--- src/rtl/reg_trace_multi.sv ---
// reg_trace_multi: byte-wide register block holding per-rule trace pattern/mask shadows,
// committed atomically to the live outputs. Per-rule match counters exist only with TRACE_MATCH_COUNT_EN.
module reg_trace_multi #(
  parameter int pADDR_WIDTH   = 21,
  parameter int pBYTECNT_SIZE = 7,
  parameter int pBUFFER_SIZE  = 64,
  parameter int pMATCH_RULES  = 8,
  parameter int pCOUNT_WIDTH  = 16
) (
  input  logic                                   usb_clk,
  input  logic                                   reset_n,
  input  logic [pADDR_WIDTH-1:pBYTECNT_SIZE]     reg_address,
  input  logic [pBYTECNT_SIZE-1:0]               reg_bytecnt,
  input  logic                                   reg_read,
  input  logic                                   reg_write,
  input  logic                                   reg_addrvalid,
  input  logic [7:0]                             write_data,
  output logic [7:0]                             read_data,
  input  logic [pMATCH_RULES-1:0]                I_match_pulse,
  input  logic                                   I_synchronized,
  output logic [pMATCH_RULES*pBUFFER_SIZE-1:0]   O_trace_pattern,
  output logic [pMATCH_RULES*pBUFFER_SIZE-1:0]   O_trace_mask,
  output logic [pMATCH_RULES-1:0]                O_pattern_enable,
  output logic [2:0]                             O_trace_width,
  output logic                                   O_commit_pulse
);
  localparam int AW     = pADDR_WIDTH - pBYTECNT_SIZE;
  localparam int NBYTES = pBUFFER_SIZE / 8;
  localparam int EBYTES = (pMATCH_RULES + 7) / 8;

  localparam logic [AW-1:0] A_REV         = AW'(0);
  localparam logic [AW-1:0] A_RULE_SEL    = AW'(1);
  localparam logic [AW-1:0] A_PATTERN     = AW'(2);
  localparam logic [AW-1:0] A_MASK        = AW'(3);
  localparam logic [AW-1:0] A_COMMIT      = AW'(4);
  localparam logic [AW-1:0] A_PAT_ENABLE  = AW'(5);
  localparam logic [AW-1:0] A_COUNT       = AW'(6);
  localparam logic [AW-1:0] A_COUNT_CLEAR = AW'(7);
  localparam logic [AW-1:0] A_TRACE_WIDTH = AW'(8);
  localparam logic [AW-1:0] A_STATUS      = AW'(9);

  // Bus protocol: an access happens only in a cycle where reg_addrvalid is high together with
  // reg_write (write acts at that edge) or reg_read (read_data valid for the following cycle only).
  logic                    wr_en, rd_en, sh_wr, commit_wr, pending;
  logic [3:0]              rule_sel;
  logic [31:0]             sel_w, byte_w;
  logic [7:0]              rd_val, count_rd_val;
  logic [pBUFFER_SIZE-1:0] sh_pat [pMATCH_RULES];
  logic [pBUFFER_SIZE-1:0] sh_mask [pMATCH_RULES];
  logic [pBUFFER_SIZE-1:0] live_pat [pMATCH_RULES];
  logic [pBUFFER_SIZE-1:0] live_mask [pMATCH_RULES];

  assign wr_en     = reg_addrvalid & reg_write;
  assign rd_en     = reg_addrvalid & reg_read;
  assign sel_w     = 32'(rule_sel);
  assign byte_w    = 32'(reg_bytecnt);
  assign sh_wr     = wr_en && (reg_address == A_PATTERN || reg_address == A_MASK) &&
                     (sel_w < pMATCH_RULES) && (byte_w < NBYTES);
  assign commit_wr = wr_en && (reg_address == A_COMMIT);

  always_comb begin
    for (int r = 0; r < pMATCH_RULES; r++) begin
      O_trace_pattern[r*pBUFFER_SIZE +: pBUFFER_SIZE] = live_pat[r];
      O_trace_mask[r*pBUFFER_SIZE +: pBUFFER_SIZE]    = live_mask[r];
    end
  end

  always_comb begin
    rd_val = 8'h00;
    case (reg_address)
      A_REV:         rd_val = 8'h01;
      A_RULE_SEL:    rd_val = {4'h0, rule_sel};
      A_PATTERN, A_MASK: begin
        // Loop bounds cover only valid rule/byte slots, so out-of-range selects read 0.
        for (int r = 0; r < pMATCH_RULES; r++)
          for (int b = 0; b < NBYTES; b++)
            if (sel_w == r && byte_w == b)
              rd_val = (reg_address == A_PATTERN) ? sh_pat[r][b*8 +: 8] : sh_mask[r][b*8 +: 8];
      end
      A_PAT_ENABLE: begin
        for (int b = 0; b < EBYTES; b++)
          for (int j = 0; j < 8; j++)
            if (byte_w == b && b*8 + j < pMATCH_RULES) rd_val[j] = O_pattern_enable[b*8 + j];
      end
      A_COUNT:       rd_val = count_rd_val;
      A_TRACE_WIDTH: rd_val = {5'h00, O_trace_width};
      A_STATUS:      rd_val = {6'h00, pending, I_synchronized};
      default:       rd_val = 8'h00;
    endcase
  end

  always_ff @(posedge usb_clk or negedge reset_n) begin
    if (!reset_n) begin
      for (int r = 0; r < pMATCH_RULES; r++) begin
        sh_pat[r]    <= '0;
        sh_mask[r]   <= '1;
        live_pat[r]  <= '0;
        live_mask[r] <= '1;
      end
      O_pattern_enable <= '0;
      O_trace_width    <= 3'd4;
      rule_sel         <= 4'h0;
      pending          <= 1'b0;
      O_commit_pulse   <= 1'b0;
      read_data        <= 8'h00;
    end else begin
      O_commit_pulse <= commit_wr;
      read_data      <= rd_en ? rd_val : 8'h00;
      // A shadow write outranks a same-cycle commit so the new byte is never lost.
      if (sh_wr)          pending <= 1'b1;
      else if (commit_wr) pending <= 1'b0;
      if (commit_wr) begin
        for (int r = 0; r < pMATCH_RULES; r++) begin
          live_pat[r]  <= sh_pat[r];
          live_mask[r] <= sh_mask[r];
        end
      end
      if (wr_en) begin
        case (reg_address)
          A_RULE_SEL:    rule_sel <= write_data[3:0];
          A_PATTERN, A_MASK: begin
            for (int r = 0; r < pMATCH_RULES; r++)
              for (int b = 0; b < NBYTES; b++)
                if (sel_w == r && byte_w == b) begin
                  if (reg_address == A_PATTERN) sh_pat[r][b*8 +: 8]  <= write_data;
                  else                          sh_mask[r][b*8 +: 8] <= write_data;
                end
          end
          A_PAT_ENABLE: begin
            for (int b = 0; b < EBYTES; b++)
              for (int j = 0; j < 8; j++)
                if (byte_w == b && b*8 + j < pMATCH_RULES) O_pattern_enable[b*8 + j] <= write_data[j];
          end
          A_TRACE_WIDTH: O_trace_width <= write_data[2:0];
          default: ;
        endcase
      end
    end
  end

`ifdef TRACE_MATCH_COUNT_EN
  localparam int CBYTES = pCOUNT_WIDTH / 8;
  logic [pCOUNT_WIDTH-1:0] cnt [pMATCH_RULES];
  logic [pCOUNT_WIDTH-1:0] snap, cnt_sel;
  logic                    clr_wr, snap_rd;

  assign clr_wr  = wr_en && (reg_address == A_COUNT_CLEAR);
  assign snap_rd = rd_en && (reg_address == A_COUNT) && (byte_w == 0);

  always_comb begin
    cnt_sel = '0;
    for (int r = 0; r < pMATCH_RULES; r++)
      if (sel_w == r) cnt_sel = cnt[r];
  end

  // Byte 0 returns the value being latched; higher bytes come from that same latched copy.
  always_comb begin
    count_rd_val = 8'h00;
    if (byte_w == 0) count_rd_val = cnt_sel[7:0];
    else
      for (int b = 1; b < CBYTES; b++)
        if (byte_w == b) count_rd_val = snap[b*8 +: 8];
  end

  always_ff @(posedge usb_clk or negedge reset_n) begin
    if (!reset_n) begin
      for (int r = 0; r < pMATCH_RULES; r++) cnt[r] <= '0;
      snap <= '0;
    end else begin
      for (int r = 0; r < pMATCH_RULES; r++) begin
        if (clr_wr && byte_w == r / 8 && write_data[r % 8]) cnt[r] <= '0;
        else if (I_match_pulse[r] && cnt[r] != '1)         cnt[r] <= cnt[r] + pCOUNT_WIDTH'(1);
      end
      if (snap_rd) snap <= cnt_sel;
    end
  end
`else
  logic unused_match;
  assign unused_match = ^I_match_pulse;
  assign count_rd_val = 8'h00;
`endif

endmodule

--- config.mk ---
export PLATFORM = sky130hd
export DESIGN_NAME = reg_trace_multi
export DESIGN_NICKNAME = d
export VERILOG_FILES = /design/src/rtl/reg_trace_multi.sv
export SDC_FILE = /design/constraint.sdc
export NUM_CORES = 2
export LEC_CHECK = 0
export BUFFER_PORTS_ARGS = -buffer_cell sky130_fd_sc_hd__buf_4
export CORE_AREA = 2 2 428 430
export DETAILED_ROUTE_END_ITERATION = 8
export DIE_AREA = 0 0 430 432
export HOLD_SLACK_MARGIN = 0.1
export PLACE_DENSITY = 0.71
export SYNTH_ARGS = -nofsm -noshare
export SYNTH_HDL_FRONTEND = slang
export SYNTH_SLANG_ARGS = --single-unit
--- constraint.sdc ---
create_clock -name usb_clk -period 2.4 [get_ports usb_clk]
set_input_delay 0.36 -clock usb_clk [delete_from_list [all_inputs] [get_ports usb_clk]]
set_output_delay 0.36 -clock usb_clk [all_outputs]
set_load 0.02 [all_outputs]
# Yosys cells after proc, flatten, opt, wreduce, memory -nomap -nowiden
# Cells that the tools add are included.
# Widths: inputs -> output; s select.
dict set report op_classes {
  muxes 140
  bitwise 3
  reduce_logical 205
  order_cmp 2
  eq_ne 21
}
# cell n
set ops {}
lappend ops {{$mux 8} 129}
lappend ops {{$reduce_and 4->1} 128}
lappend ops {{$logic_and 1x1->1} 68}
lappend ops {{$logic_not 32->1} 2}
lappend ops {{$pmux 8 s6} 1}
lappend ops {{$eq 14x2->1 const B} 2}
lappend ops {{$eq 14x3->1 const B} 2}
lappend ops {{$eq 14x4->1 const B} 2}
lappend ops {{$eq 7x3->1 const B} 4}
lappend ops {{$eq 4x3->1 const B} 4}
lappend ops {{$eq 14x1->1 const B} 1}
lappend ops {{$eq 7x2->1 const B} 2}
lappend ops {{$logic_not 14->1} 1}
lappend ops {{$mux 1} 10}
lappend ops {{$eq 4x2->1 const B} 2}
lappend ops {{$eq 7x1->1 const B} 1}
lappend ops {{$lt 7x4->1 const B} 1}
lappend ops {{$eq 4x1->1 const B} 1}
lappend ops {{$lt 4x4->1 const B} 1}
lappend ops {{$reduce_and 2->1} 2}
lappend ops {{$reduce_and 3->1} 1}
lappend ops {{$and 1x1->1} 2}
lappend ops {{$reduce_bool 2->1} 1}
lappend ops {{$reduce_or 2->1} 1}
lappend ops {{2 further kinds} 2}
dict set report totals {
  out_inout_bits 1044
  regBits 2073
  elab_cells 521
  inputBits 43
}

# Longest topological paths before layout
dict set report depth {
  depth_word 68
  mapped_depth 15
}

# Least setup slack after synthesis
# OpenSTA, ideal clock, no wires.
dict set report synth_timing {
  path_kind {input-to-reg}
  from {input reg_address[7] (netlist name)}
  to {register sh_pat[416] (netlist name)}
  setup_slack_ns -0.337
  stages 10
  arrival_ns 2.612
  setup_ns 0.125
  path_cell_list {buf_2 > nor4b_4 > and4_4 > buf_6 > buf_4 > buf_4 > nand2_1 > buf_2 > nor2_2 > mux2_2}
}
dict set report synth_via {
  elab_chain_len 3
}
# item line_no
set synth_rtl {}
lappend synth_rtl {{start, declared} 12} ;# input logic [pADDR_WIDTH-1:pBYTECNT_SIZE] reg_address,
lappend synth_rtl {{$eq 14x2->1, on equally long branches} {119, 125}}
lappend synth_rtl {{$reduce_or 2->1} 119} ;# case (reg_address)
lappend synth_rtl {{$reduce_and 4->1 (no source line) (*)} n/a}
lappend synth_rtl {{end signal, assigned by index} 125} ;# if (reg_address == A_PATTERN) sh_pat[r][b*8 +: 8] <= write_data;
lappend synth_rtl {{end, declared} 48} ;# logic [pBUFFER_SIZE-1:0] sh_pat [pMATCH_RULES];
# Every way passes the cells marked *; elsewhere a longest branch is shown, timed or not.
# A chain may end at the register's enable or synchronous reset.

# Final worst setup path
dict set report layout_timing {
  from {register rule_sel[0]}
  to {register read_data[4]}
}
dict set report layout_via {
  elab_chain_len 68
}
# item line_no
set layout_rtl {}
lappend layout_rtl {{start, declared} 45} ;# logic [3:0] rule_sel;
lappend layout_rtl {{start signal, assigned} 120} ;# A_RULE_SEL: rule_sel <= write_data[3:0];
lappend layout_rtl {{$logic_not 32->1} 77} ;# if (sel_w == r && byte_w == b)
lappend layout_rtl {{$logic_and 1x1->1} 77}
lappend layout_rtl {{$mux 8 (63 in a row)} 77}
lappend layout_rtl {{$mux 8 (*)} 77}
lappend layout_rtl {{$pmux 8 s6 (*)} 70} ;# case (reg_address)
lappend layout_rtl {{$mux 8 (*)} 108} ;# read_data <= rd_en ? rd_val : 8'h00;
lappend layout_rtl {{end signal, assigned} 108}
lappend layout_rtl {{end, declared} 18} ;# output logic [7:0] read_data,
# Marks and branches as above.

==> results.json <==
{
  "placed_cells": 12700,
  "vias": 77800,
  "remaining_drc_errors": 0,
  "wl_met2_um": 174000,
  "yosysWarningCount": 0,
  "htree_levels": 4,
  "path_cells": "buf_6 > buf_6 > or4b_4 > buf_6 > nor2_2 > buf_6 > a22oi_2 > o2111ai_4 > nor2_4 > nand4_1 > nand4_1 > buf_4 > a21oi_4 > a211oi_2",
  "die_h_um": 432,
  "yosysSeqAreaShare_pct": 59.1,
  "async_flop_share_pct": 100,
  "synth_cell_type_count": 81,
  "wl_met1_um": 148000,
  "fin_nets": 10700,
  "avgSynthCellArea_um2": 10.3,
  "violations": "setup timing",
  "drive_gt1_share_pct": 45.8,
  "p_leak_nw": 60.3,
  "setup-tns-final_ns": -10.02,
  "synth-edff-count": 0,
  "crit_fanout": 6,
  "clk_pin_slew_worst_paths_ns": 0.06,
  "grt_pass1_wl_um": 551000,
  "drtAntennaViolNets": 0,
  "final_common_cell": "nand2_1",
  "cts_tree": "built",
  "pin_count": 1087,
  "final_cell_area_um2": 120000,
  "crit_type": "flop to flop",
  "tightest_slew_ns": 0.754,
  "die_width_um": 430,
  "grt_max_degree": 116,
  "final-setup-viol-count": 115,
  "core_um2": 182000,
  "power_density_nw_per_um2": 588,
  "ys_seq_elements": 2073,
  "wl_per_cell_um": 29.1,
  "synth_nets": 8770,
  "crit_arrival_ns": 3.90,
  "grt_pass1_vias": 77800,
  "antenna_found_initial": 16,
  "cts_buffers": 208,
  "gp_congestion": 1.03,
  "cp-start-kind": "flop",
  "hold_viol": 0,
  "grt_use_total_pct": 40.8,
  "path_common_cell": "buf_6",
  "rsz0062_at_grt": "true",
  "clk-insertion-delay-late_ns": 0.88,
  "overflow": 0,
  "relSlewSlack_pct": 49.2,
  "root_buffer": "clkbuf_16",
  "slowest_stage": "or4b_4",
  "initial_core_util_pct": 49.5,
  "slew_viol_final": 0,
  "wirelength_um": 385000,
  "synthCells": 8727,
  "fin_skew_ns": 0.0358,
  "clock.fmax_ghz": 0.317,
  "status": "finished with violations",
  "mappedNetlistArea_um2": 89900,
  "hold_class": "input pin to flop",
  "drt_pre_antenna_iters": 6,
  "finalNonFillerCells": 13200,
  "layout_worst_path_cycle_share_pct": 131,
  "worst_slack_ns": -0.753,
  "peakVddDrop_uv": 604,
  "fin_crit_ns": 3.15,
  "numPortBuffers": 1078,
  "hpwl_um": 290000,
  "dieArea_um2": 186000,
  "worstSetupEndpointType": "flop",
  "drv_cap": 0,
  "crit_required_ns": 3.15,
  "vias_per_cell": 5.88,
  "num_rows": 157,
  "clock_path_buffers": 3,
  "final_cell_mix": "nand2_1 (3767), buf_4 (1951), dfrtp_1 (1046)",
  "placed_cell_area_um2": 110000,
  "highest_layer": "met5",
  "ys.flop_type": "dfrtp_1",
  "clock_sinks": 2073,
  "drt_iter0_drc": 8301,
  "fillers": 14100,
  "area.growth.synth_to_final_pct": 33.6,
  "slowest_delay_ns": 0.51,
  "met3_length_um": 31500
}
## flip-flops by register name, indices dropped and copies added, names as in the netlist
signal            flops
O_commit_pulse        1
O_pattern_enable      8
O_trace_mask        512
O_trace_pattern     512
O_trace_width         3
pending               1
read_data             8
rule_sel              4
sh_mask             512
sh_pat              512
## stage by stage
stage | total power [mW] | utilization (%) | hold slack [ns] | worst slack, ns
floorplan | 35.9 | - | 0.0644 | -0.270
global placement | 37.3 | 60.6 | 0.413 | -2.40
detailed placement | 37.3 | 60.6 | 0.410 | -2.39
CTS | 70.9 | 65.7 | 0.112 | -0.669
global route | 72.5 | 66.1 | 0.119 | -0.801
finish | 70.7 | 66.2 | 0.121 | -0.753
## synth_stat cells (12+ instances only)
| library cell | count | area [um^2] |
|---|---|---|
| nand3_1 | 107 | 536 |
| buf_1 | 14 | 52.6 |
| nand2_1 | 3861 | 14500 |
| mux2_2 | 1039 | 11700 |
| buf_2 | 90 | 450 |
| nor3_1 | 44 | 220 |
| nor4_1 | 29 | 181 |
| a31oi_1 | 92 | 576 |
| o21ai_0 | 104 | 521 |
| o2111ai_1 | 22 | 193 |
| a21oi_1 | 152 | 761 |
| o211ai_1 | 19 | 143 |
| nand4_1 | 30 | 188 |
| nor2_2 | 36 | 225 |
| and3_1 | 15 | 93.8 |
| a32oi_1 | 27 | 236 |
| o21ai_1 | 15 | 75.1 |
| nor2_1 | 112 | 420 |
| dfrtp_1 | 1048 | 26200 |
| o22ai_1 | 53 | 332 |
| buf_6 | 18 | 203 |
| buf_4 | 12 | 90.1 |
| dfstp_2 | 1025 | 26900 |
| mux2i_1 | 203 | 2030 |
| clkbuf_1 | 379 | 1420 |
| a211oi_1 | 19 | 143 |
## layout make-up
cell class	count	area, um^2	share of cell area (%)
Multi-Input combinational cell	6139	37600	31.3
Clock buffer	327	6320	5.26
Antenna cell	10	25.0	0.0208
Tap cell	2385	2980	2.48
Inverter	2	7.51	0.00625
Clock inverter	67	826	0.687
Timing Repair Buffer	2223	19300	16.0
Sequential cell	2073	53200	44.2
## report_power, final
part / switching [mW] / total (mW) / internal (mW)
clock network: 14.4 / 34.0 / 19.6
logic: 1.38 / 1.74 / 0.360
registers: 0.000134 / 35.0 / 35.0
total: 15.7 / 70.7 / 55.0
## worst max-delay path: cells and delay by family, from the launching register on
kind            cells  cell delay, ns
compound gates      4            0.54
buf+inv             5            0.80
simple gates        5            1.24
flops               1            0.43
## metal layers
layer,up-vias,track usage [%]
met5,-,0
met4,8,28.7
met3,1149,7.65
met2,4237,62.7
met1,39600,52.3
li1,32800,-
## repair_timing
action                     CTS  global route
pin swaps                   89            58
hold buffers                 6             0
setup endpoints to repair  395           236
buffers inserted            69            18
hold endpoints to repair   924             0
cloned                       5             0
gates resized for setup    307           134
## final timing paths
| check | depth (start not counted) | slack [ns] | end | start |
|---|---|---|---|---|
| setup reg to reg | 14 | -0.75 | read_data[4] | rule_sel[0] |
| setup / recovery | 14 | -0.75 | read_data[4] | rule_sel[0] |
| hold / removal | 3 | 0.12 | sh_mask[462] | write_data[6] |
| min in group asynchronous | 2 | 0.20 | sh_pat[339] | reset_n |
| hold reg to reg | 2 | 0.45 | O_trace_mask[139] | O_trace_mask[139] |
| max in group asynchronous | 5 | 1.08 | O_trace_mask[229] | reset_n |
## cell families (layout without fill, tap and decap cells)
kind of cell	count (synthesis)	after routing	share of synthesized area [%]
xor gates and xnor gates	1	1	0.00974
other	0	10	0
DFF	2073	2073	59.1
buffers and inverters	515	2619	2.47
muxes	1243	1243	15.3
AOI/OAI and AO/OA	590	590	4.17
and+or+nand+nor	4305	4305	19.0
Note: power is estimated with default switching activity, not from simulation.
